[src/rtl/adder_pkg.sv]
// adder_pkg: shared types and helpers for the pipelined adder.
// Optional subtract mode is enabled by defining PIPELINED_ADDER_SUB_EN.
package adder_pkg;

    // Control part of every pipeline stage record
    typedef struct packed {
        logic valid;
        logic carry;
`ifdef PIPELINED_ADDER_SUB_EN
        logic sub;
`endif
    } stage_ctl_t;

    // Width of one carry slice
    function automatic int chunk_f(input int width, input int stages);
        return width / stages;
    endfunction

endpackage

[src/rtl/adder_slice.sv]
// adder_slice: W-bit combinational add with carry in/out.
// One instance per pipeline stage.
module adder_slice #(
    parameter int W = 4
) (
    input  logic [W-1:0] a,
    input  logic [W-1:0] b,
    input  logic         ci,
    output logic [W-1:0] s,
    output logic         co
);

    assign {co, s} = {1'b0, a} + {1'b0, b} + {{W{1'b0}}, ci};

endmodule

[src/rtl/pipelined_adder.sv]
// pipelined_adder: WIDTH-bit adder split into STAGES registered carry slices.
// Define PIPELINED_ADDER_SUB_EN to add the per-operation sub input.
module pipelined_adder
    import adder_pkg::*;
#(
    parameter int WIDTH  = 16,
    parameter int STAGES = 4
) (
    input  logic             clk,
    input  logic             rst_n,
    input  logic             in_valid,
    output logic             in_ready,
    input  logic [WIDTH-1:0] a,
    input  logic [WIDTH-1:0] b,
    input  logic             cin,
`ifdef PIPELINED_ADDER_SUB_EN
    input  logic             sub,
`endif
    output logic             out_valid,
    input  logic             out_ready,
    output logic [WIDTH-1:0] sum,
    output logic             cout
);

    localparam int CHUNK = chunk_f(WIDTH, STAGES);

    // sum fills from the top; a/b shift down so chunk k sits at bit 0
    typedef struct packed {
        stage_ctl_t       ctl;
        logic [WIDTH-1:0] sum;
        logic [WIDTH-1:0] a;
        logic [WIDTH-1:0] b;
    } stage_t;

    logic adv;

    if (STAGES < 1 || WIDTH % STAGES != 0) begin : g_bad_cfg
        $fatal(1, "pipelined_adder: WIDTH must be a multiple of STAGES");
    end

    // whole pipe holds only when the result is waiting on the consumer
    assign adv      = ~(out_valid & ~out_ready);
    assign in_ready = adv;

    for (genvar k = 0; k < STAGES; k++) begin : g_stage
        stage_t           src;
        stage_t           d_d;
        stage_t           q_q;
        logic [CHUNK-1:0] cb;
        logic [CHUNK-1:0] cs;
        logic             co;

        if (k == 0) begin : g_head
            // build the entry record from the operand ports
            always_comb begin
                src           = '0;
                src.ctl.valid = in_valid;
                src.a         = a;
                src.b         = b;
`ifdef PIPELINED_ADDER_SUB_EN
                src.ctl.sub   = sub;
                src.ctl.carry = sub ? 1'b1 : cin;
`else
                src.ctl.carry = cin;
`endif
            end
        end else begin : g_tail
            assign src = g_stage[k-1].q_q;
        end

`ifdef PIPELINED_ADDER_SUB_EN
        assign cb = src.ctl.sub ? ~src.b[CHUNK-1:0] : src.b[CHUNK-1:0];
`else
        assign cb = src.b[CHUNK-1:0];
`endif

        adder_slice #(
            .W (CHUNK)
        ) u_slice (
            .a  (src.a[CHUNK-1:0]),
            .b  (cb),
            .ci (src.ctl.carry),
            .s  (cs),
            .co (co)
        );

        // add this chunk and shift the record one slice along
        always_comb begin
            d_d           = src;
            d_d.ctl.carry = co;
            d_d.sum       = (src.sum >> CHUNK)
                          | (WIDTH'(cs) << (WIDTH - CHUNK));
            d_d.a         = src.a >> CHUNK;
            d_d.b         = src.b >> CHUNK;
        end

        // stage register, frozen while the output is stalled
        always_ff @(posedge clk or negedge rst_n) begin
            if (!rst_n) begin
                q_q <= '0;
            end else if (adv) begin
                q_q <= d_d;
            end
        end
    end

    assign out_valid = g_stage[STAGES-1].q_q.ctl.valid;
    assign cout      = g_stage[STAGES-1].q_q.ctl.carry;
    assign sum       = g_stage[STAGES-1].q_q.sum;

    logic unused_tail;
`ifdef PIPELINED_ADDER_SUB_EN
    assign unused_tail = ^{g_stage[STAGES-1].q_q.a,
                           g_stage[STAGES-1].q_q.b,
                           g_stage[STAGES-1].q_q.ctl.sub};
`else
    assign unused_tail = ^{g_stage[STAGES-1].q_q.a,
                           g_stage[STAGES-1].q_q.b};
`endif

endmodule

[config.mk]
export PLATFORM = sky130hd
export DESIGN_NAME = pipelined_adder
export DESIGN_NICKNAME = d
export VERILOG_FILES = /design/src/rtl/adder_pkg.sv /design/src/rtl/adder_slice.sv /design/src/rtl/pipelined_adder.sv
export SDC_FILE = /design/constraint.sdc
export NUM_CORES = 1
export LEC_CHECK = 0
export CORE_UTILIZATION = 30
export CTS_CLUSTER_DIAMETER = 30
export DETAILED_ROUTE_END_ITERATION = 10
export HOLD_SLACK_MARGIN = 0.03
export PLACE_DENSITY = 0.52
export SETUP_SLACK_MARGIN = 0.1
export SLEW_MARGIN = 10
export SYNTH_ARGS = -nofsm -noshare
export SYNTH_HDL_FRONTEND = slang
export SYNTH_SLANG_ARGS = --single-unit
[constraint.sdc]
create_clock -name clk -period 1.9 [get_ports clk]
set_input_delay 0.38 -clock clk [delete_from_list [all_inputs] [get_ports clk]]
set_output_delay 0.38 -clock clk [all_outputs]
set_load 0.03 [all_outputs]
==> results of run 1 <==
kinds of logic after synthesis:
group,after synthesis,synth area share (%)
AOI/OAI and AO/OA,34,4.76
xor gates and xnor gates,6,1.28
adders and majority gates,20,7.56
buffers and inverters,33,3.99
DFF,96,58.6
and+or+nand+nor,255,23.8
stage by stage:
step,area (um^2),hold slack (ns),worst slack [ns],setup TNS [ns]
after floorplan,4100,0.0844,0.177,0
after global placement,4860,0.360,-0.142,-0.330
after detailed placement,4860,0.358,-0.196,-0.423
after CTS,5200,0.471,0.113,0
after global routing,5220,0.490,0.106,0
final,5220,0.466,0.149,0
state kept, by name, indices dropped and copies added, names as in the netlist:
| signal | flops |
|---|---|
| out_valid | 1 |
| sum | 16 |
| cout | 1 |
| g_stage.q_q | 78 |
cell type report:
cell class              instances  area, um^2  share of cell area [%]
flip-flops and latches         96        2400                    46.1
multi-input cells             315        1540                    29.6
repair buffers                 63         676                    13.0
clock buffers                  13         280                    5.37
well taps                     176         220                    4.22
clock inverters                 3        47.5                   0.912
inverters                      12        45.0                   0.864
path summary, 6_finish.rpt:
check,startpoint,end,slack (ns)
worst max-delay path,sum[7]$_DFFE_PN0N_,sum[7],0.15
worst max register to register,g_stage[0].q_q[0]$_DFFE_PN0N_,g_stage[1].q_q[48]$_DFFE_PN0N_,0.18
max in group asynchronous,rst_n,g_stage[0].q_q[17]$_DFFE_PN0N_,0.85
min in group asynchronous,rst_n,sum[12]$_DFFE_PN0N_,0.51
worst min register to register,sum[8]$_DFFE_PN0N_,sum[8]$_DFFE_PN0N_,0.47
worst min-delay path,sum[8]$_DFFE_PN0N_,sum[8]$_DFFE_PN0N_,0.47
metal layers:
metal  up-vias  wire [um]  GRT usage, %
met5         -          0             0
met2        41       3700          20.1
li1       1484          -             -
met4         0        175          6.41
met1      1397       3800          15.3
met3        12        240          2.63
repair_timing:
| action | CTS | global route |
|---|---|---|
| gates cloned | 0 | 0 |
| endpoints found under the hold margin | 28 | 0 |
| pin swaps | 0 | 1 |
| hold buffers | 1 | 0 |
| setup endpoints to repair | 1 | 4 |
| gates resized for setup | 1 | 4 |
| setup buffers | 0 | 0 |
power groups by stage:
stage	clock network (uW)	registers, uW	logic [uW]
after floorplan	0	3730	1800
after global placement	0	3450	3050
after detailed placement	0	3480	3110
after CTS	1990	3450	3130
after global routing	2050	3560	3490
final	1930	3430	3050
layout by cell type (no fill, tap or decap), types with 2 or more instances in the layout:
master,synthesis,final
o21ai_0,9,9
clkbuf_16,0,9
nor2b_1,3,3
fa_2,0,3
o21ai_1,4,4
buf_4,3,4
xnor2_1,2,2
o21a_1,2,2
dfrtp_1,96,96
buf_12,0,5
clkdlybuf4s50_1,0,51
a21oi_1,13,13
inv_1,11,11
clkinv_4,0,2
fa_1,8,5
dlymetal6s2s_1,0,2
clkbuf_8,0,4
ha_1,12,12
nor2_1,10,10
xor2_1,4,4
a21o_1,5,5
nand2_1,239,239
==> results.sh, run 1 <==
export IMPL_grt_usage_pct=12.3
export IMPL_dieHeight_um=119
export IMPL_antenna_left=0
export IMPL_vdd_drop_max_mv=0.536
export IMPL_synth_area_um2=4100
export IMPL_crit_cells=1
export IMPL_slowest_stage="clkdlybuf4s50_1"
export IMPL_ys_ff_latch=96
export IMPL_rows=42
export IMPL_cts_tree="done"
export IMPL_synth_top_area_share_pct=58.6
export IMPL_worst_pin_slew_ns=0.424
export IMPL_drcViolationCount=0
export IMPL_power_frac_seq_pct=40.8
export IMPL_async_flop_share_pct=100
export IMPL_root_buffer="clkbuf_16"
export IMPL_syn_nets=501
export IMPL_required_ns=1.52
export IMPL_crit_buf_inv=1
export IMPL_p_leak_uw=0.00264
export IMPL_cpLargestDelayFamily="buffers and inverters"
export IMPL_gp_congestion=0.728
export IMPL_hold_viol_final=0
export IMPL_synth_most_common_cell="nand2_1"
export IMPL_setup_viol=0
export IMPL_start_util_pct=30.9
export IMPL_synthFlopType="dfrtp_1"
export IMPL_vias=2934
export IMPL_fin_crit_sh_pct=92.2
export IMPL_hpwl_um=5350
export IMPL_clockPowerShare_pct=22.9
export IMPL_path_clk_slew_ns=0.07
export IMPL_grt_overflow_total=0
export IMPL_dr_pass1_iters=4
export IMPL_finClkSkew_ns=0.00580
export IMPL_yosysUniqueCellTypes=22
export IMPL_ios=56
export IMPL_min_path_type="flop to flop"
export IMPL_post_route_util_pct=39.2
export IMPL_p_sw_share_pct=35.7
export IMPL_synth_avg_cell_area_um2=9.24
export IMPL_grt_pass1_vias=3040
export IMPL_dp_cells=661
export IMPL_fin_nets=554
export IMPL_area_delta_synth_final_pct=27.1
export IMPL_yosys_top_cells_area="dfrtp_1 (59%), nand2_1 (22%), fa_1 (3.9%), ha_1 (3.7%), buf_2 (2.1%)"
export IMPL_max_stage_delay_ns=0.69
export IMPL_port_buffers=55
export IMPL_total_power_uw=8410
export IMPL_htree_levels=3
export IMPL_drv_slew=0
export IMPL_core_area_um2=13300
export IMPL_crit_chain="clkdlybuf4s50_1"
export IMPL_post_drt_wl_per_cell_um=11.7
export IMPL_drtIter0Drc=112
export IMPL_cp_arrival_ns=1.37
export IMPL_yosysSeqAreaShare_pct=58.6
export IMPL_antenna_found_initial=0
export IMPL_clockBufferDepth=2
export IMPL_grt_pass1_wl_um=13800
export IMPL_path_max_fanout=2
export IMPL_min_period_ns=1.75
export IMPL_die_width_um=119
export IMPL_yosysTopAreaCell="dfrtp_1"
export IMPL_fillers=1347
export IMPL_path_class="flop to output pin"
export IMPL_routed_wl_um=7910
export IMPL_power_density_nw_per_um2=1610
export IMPL_p_int_uw=5410
export IMPL_cts_sinks=96
export IMPL_startpoint_type="flop"
export IMPL_final_cell_count_no_fill=678
export IMPL_yosysWarnings=0
export IMPL_synth_edf_count=0
export IMPL_hold_path_depth=2
export IMPL_end_kind="output pin"
export IMPL_netlist_instances=444
export IMPL_drive_gt1_share_pct=6.18
export IMPL_cap_violations=0
export IMPL_cts_buffers=9
export IMPL_clock_latency_ns=0.34
export IMPL_synth_commonest_cells="nand2_1 (239), dfrtp_1 (96), buf_2 (17)"
export IMPL_grt_start_max_net_pins=67
export IMPL_run_status="complete, no violations"
export IMPL_rr_worst_depth=5
export IMPL_dieArea_um2=14100
export IMPL_n_antenna_cell=0
export IMPL_slew_headroom_pct=71.7
export IMPL_rsz0062_at_grt="false"
export IMPL_combPwrFrac_pct=36.2
export IMPL_max_clock_freq_mhz=571
export IMPL_p_sw_uw=3000
export IMPL_via_per_inst=4.33
Power figures use the tool's default switching activity.
==> inputs of run 2 (changes only) <==
- PLACE_DENSITY: 0.52 -> 0.51
- SYNTH_HIERARCHICAL: not set -> 1
==> results.sh, run 2 <==
export IMPL_run_status="complete, no violations"
export IMPL_crit_cells=7
export IMPL_cp_arrival_ns=1.98
export IMPL_mostFrequentLayoutCells="dfrtp_1 (96), mux2_4 (88), clkdlybuf4s50_1 (43), buf_4 (17), inv_1 (13)"
export IMPL_combPwrFrac_pct=45.1
export IMPL_finalWorstSetupSlack_ns=0.152
export IMPL_cts_buffers=9
export IMPL_synth_most_common_cell="dfrtp_1"
export IMPL_yosysUniqueCellTypes=16
export IMPL_fin_nets=404
export IMPL_hpwl_um=4780
export IMPL_largest_reg_flops=78
export IMPL_grt_start_max_net_pins=97
export IMPL_drtIter0Drc=75
export IMPL_setup_viol=0
export IMPL_clock_latency_ns=0.34
export IMPL_rr_worst_depth=6
export IMPL_required_ns=2.13
export IMPL_rows=44
export IMPL_yosysSeqAreaShare_pct=52.3
export IMPL_crit_buf_inv=3
export IMPL_holdBufCountCts=0
export IMPL_regMostFlops="g_stage.q_q"
export IMPL_grt_usage_pct=10.3
export IMPL_end_kind="flop"
export IMPL_layout_commonest_cell="dfrtp_1"
export IMPL_synth_area_um2=4590
export IMPL_area_delta_synth_final_pct=26.4
export IMPL_cp_common_cell="fa_2"
export IMPL_grt_pass1_vias=2456
export IMPL_dr_pass1_iters=4
export IMPL_dieArea_um2=15800
export IMPL_routed_wl_um=7170
export IMPL_synth_top_area_share_pct=52.3
export IMPL_path_clk_slew_ns=0.07
export IMPL_drive_gt1_share_pct=43.5
export IMPL_p_sw_uw=2970
export IMPL_finClkSkew_ns=0.00579
export IMPL_synth_edf_count=0
export IMPL_gp_congestion=0.701
export IMPL_min_path_type="primary input to async pin"
export IMPL_yosys_top_cells_area="dfrtp_1 (52%), mux2_4 (29%), buf_12 (3.9%), fa_1 (3.5%), ha_1 (3.3%)"
export IMPL_min_period_ns=1.75
export IMPL_grt_overflow_total=0
export IMPL_drcViolationCount=0
export IMPL_async_flop_share_pct=100
export IMPL_die_width_um=126
export IMPL_clockBufferDepth=2
export IMPL_power_frac_seq_pct=35.2
export IMPL_rsz0062_at_grt="true"
export IMPL_yosysWarnings=6
export IMPL_netlist_instances=268
export IMPL_antenna_left=0
export IMPL_ys_ff_latch=96
export IMPL_cts_sinks=96
export IMPL_ios=56
export IMPL_p_sw_share_pct=30.0
export IMPL_slowest_stage="clkdlybuf4s50_1"
export IMPL_multiInputGateArea_um2=1960
export IMPL_path_max_fanout=2
export IMPL_n_antenna_cell=0
export IMPL_vias=2247
export IMPL_cpLargestDelayFamily="buffers and inverters"
export IMPL_yosysTopAreaCell="dfrtp_1"
export IMPL_synth_avg_cell_area_um2=17.1
export IMPL_core_area_um2=14800
export IMPL_syn_nets=325
export IMPL_place_ws_ns=-0.278
export IMPL_crit_chain="clkdlybuf4s50_1 -> fa_2 -> inv_2 -> fa_2 -> buf_4 -> xnor2_1 -> mux2_4"
export IMPL_cap_violations=0
export IMPL_hold_viol_final=0
export IMPL_fin_crit_sh_pct=92.0
export IMPL_p_leak_uw=0.00274
export IMPL_root_buffer="clkbuf_16"
export IMPL_p_int_uw=6920
export IMPL_path_class="primary input to flop"
export IMPL_fillers=1420
export IMPL_clockPowerShare_pct=19.7
export IMPL_synthFlopType="dfrtp_1"
export IMPL_synth_commonest_cells="dfrtp_1 (96), mux2_4 (88), inv_1 (16)"
export IMPL_power_density_nw_per_um2=1700
export IMPL_register_area_um2=2400
export IMPL_hold_ws_ns=0.0636
export IMPL_start_util_pct=31.1
export IMPL_total_power_uw=9900
export IMPL_vdd_drop_max_mv=0.545
export IMPL_max_stage_delay_ns=0.49
export IMPL_dieHeight_um=126
export IMPL_drv_slew=0
export IMPL_startpoint_type="primary input"
export IMPL_cts_tree="done"
export IMPL_port_buffers=55
export IMPL_htree_levels=3
export IMPL_post_route_util_pct=39.3
export IMPL_max_clock_freq_mhz=572
export IMPL_via_per_inst=4.19
export IMPL_antenna_found_initial=0
export IMPL_worst_pin_slew_ns=0.531
export IMPL_post_drt_wl_per_cell_um=13.4
export IMPL_grt_pass1_wl_um=12500
export IMPL_fin_setup_tns_ns=0
export IMPL_slew_headroom_pct=64.6
[run 2: final cells by class]
cell class | count | share of cell area, %
clock buffer | 11 | 4.18
tap | 184 | 3.97
clock inverter | 5 | 1.38
inverter | 17 | 1.10
multi-input combinational | 145 | 33.7
sequential | 96 | 41.4
timing repair buffer | 78 | 14.3
[run 2: kinds of logic after synthesis]
kind of cell               share of synthesized area (%)
xor gates and xnor gates                            1.53
buffers and inverters                               5.56
adders and majority gates                           6.76
AOI/OAI and AO/OA                                   1.85
and+or+nand+nor                                     1.53
muxes                                               30.5
DFF                                                 52.3
[run 2: what timing repair did]
item,4_1_cts,5_1_grt
gates cloned,0,0
buffers inserted,1,6
hold endpoints to repair,0,0
gates resized for setup,8,16
pin swaps,0,7
setup endpoints to repair,7,11
[run 2: layer usage]
layer	part of all wire, %	track usage, %	vias to the layer above
met5	0	0	-
met4	1.7	4.68	0
met3	3.9	3.87	9
met2	47	16.1	36
met1	47	12.7	1126
li1	-	-	1076
[run 2: worst paths after layout]
kind / startpoint / endpoint / slack [ns]
worst max-delay path: cin / g_stage[0].q_q[46]$_DFFE_PN0N_ / 0.15
worst min-delay path: rst_n / sum[6]$_DFFE_PN0N_ / 0.06
worst max register to register: g_stage[0].q_q[0]$_DFFE_PN0N_ / g_stage[1].q_q[47]$_DFFE_PN0N_ / 0.16
worst min register to register: g_stage[2].q_q[49]$_DFFE_PN0N_ / out_valid$_DFFE_PN0N_ / 0.47
max in group asynchronous: rst_n / g_stage[1].q_q[19]$_DFFE_PN0N_ / 1.41
min in group clk: g_stage[2].q_q[49]$_DFFE_PN0N_ / out_valid$_DFFE_PN0N_ / 0.47
[run 2: power groups by stage]
stage | Sequential (uW) | Combinational (uW) | Clock, uW
final | 3490 | 4460 | 1950
after global routing | 3620 | 4840 | 2120
after CTS | 3520 | 4430 | 2040
after detailed placement | 3550 | 4390 | 0
after global placement | 3520 | 4350 | 0
after floorplan | 3760 | 3100 | 0
[run 2: worst register-to-register path: stages (launching register included)]
cell and delay, ns:
dfrtp_1 0.40, fa_2 0.42, buf_4 0.14, a21o_1 0.18, a21oi_2 0.14, xnor2_1 0.08
mux2_2 0.26
[run 2: per-stage QoR]
step,instances,area (um^2)
final,536,5810
after global routing,536,5810
after CTS,530,5730
after detailed placement,513,5400
after global placement,513,5400
after floorplan,268,4590
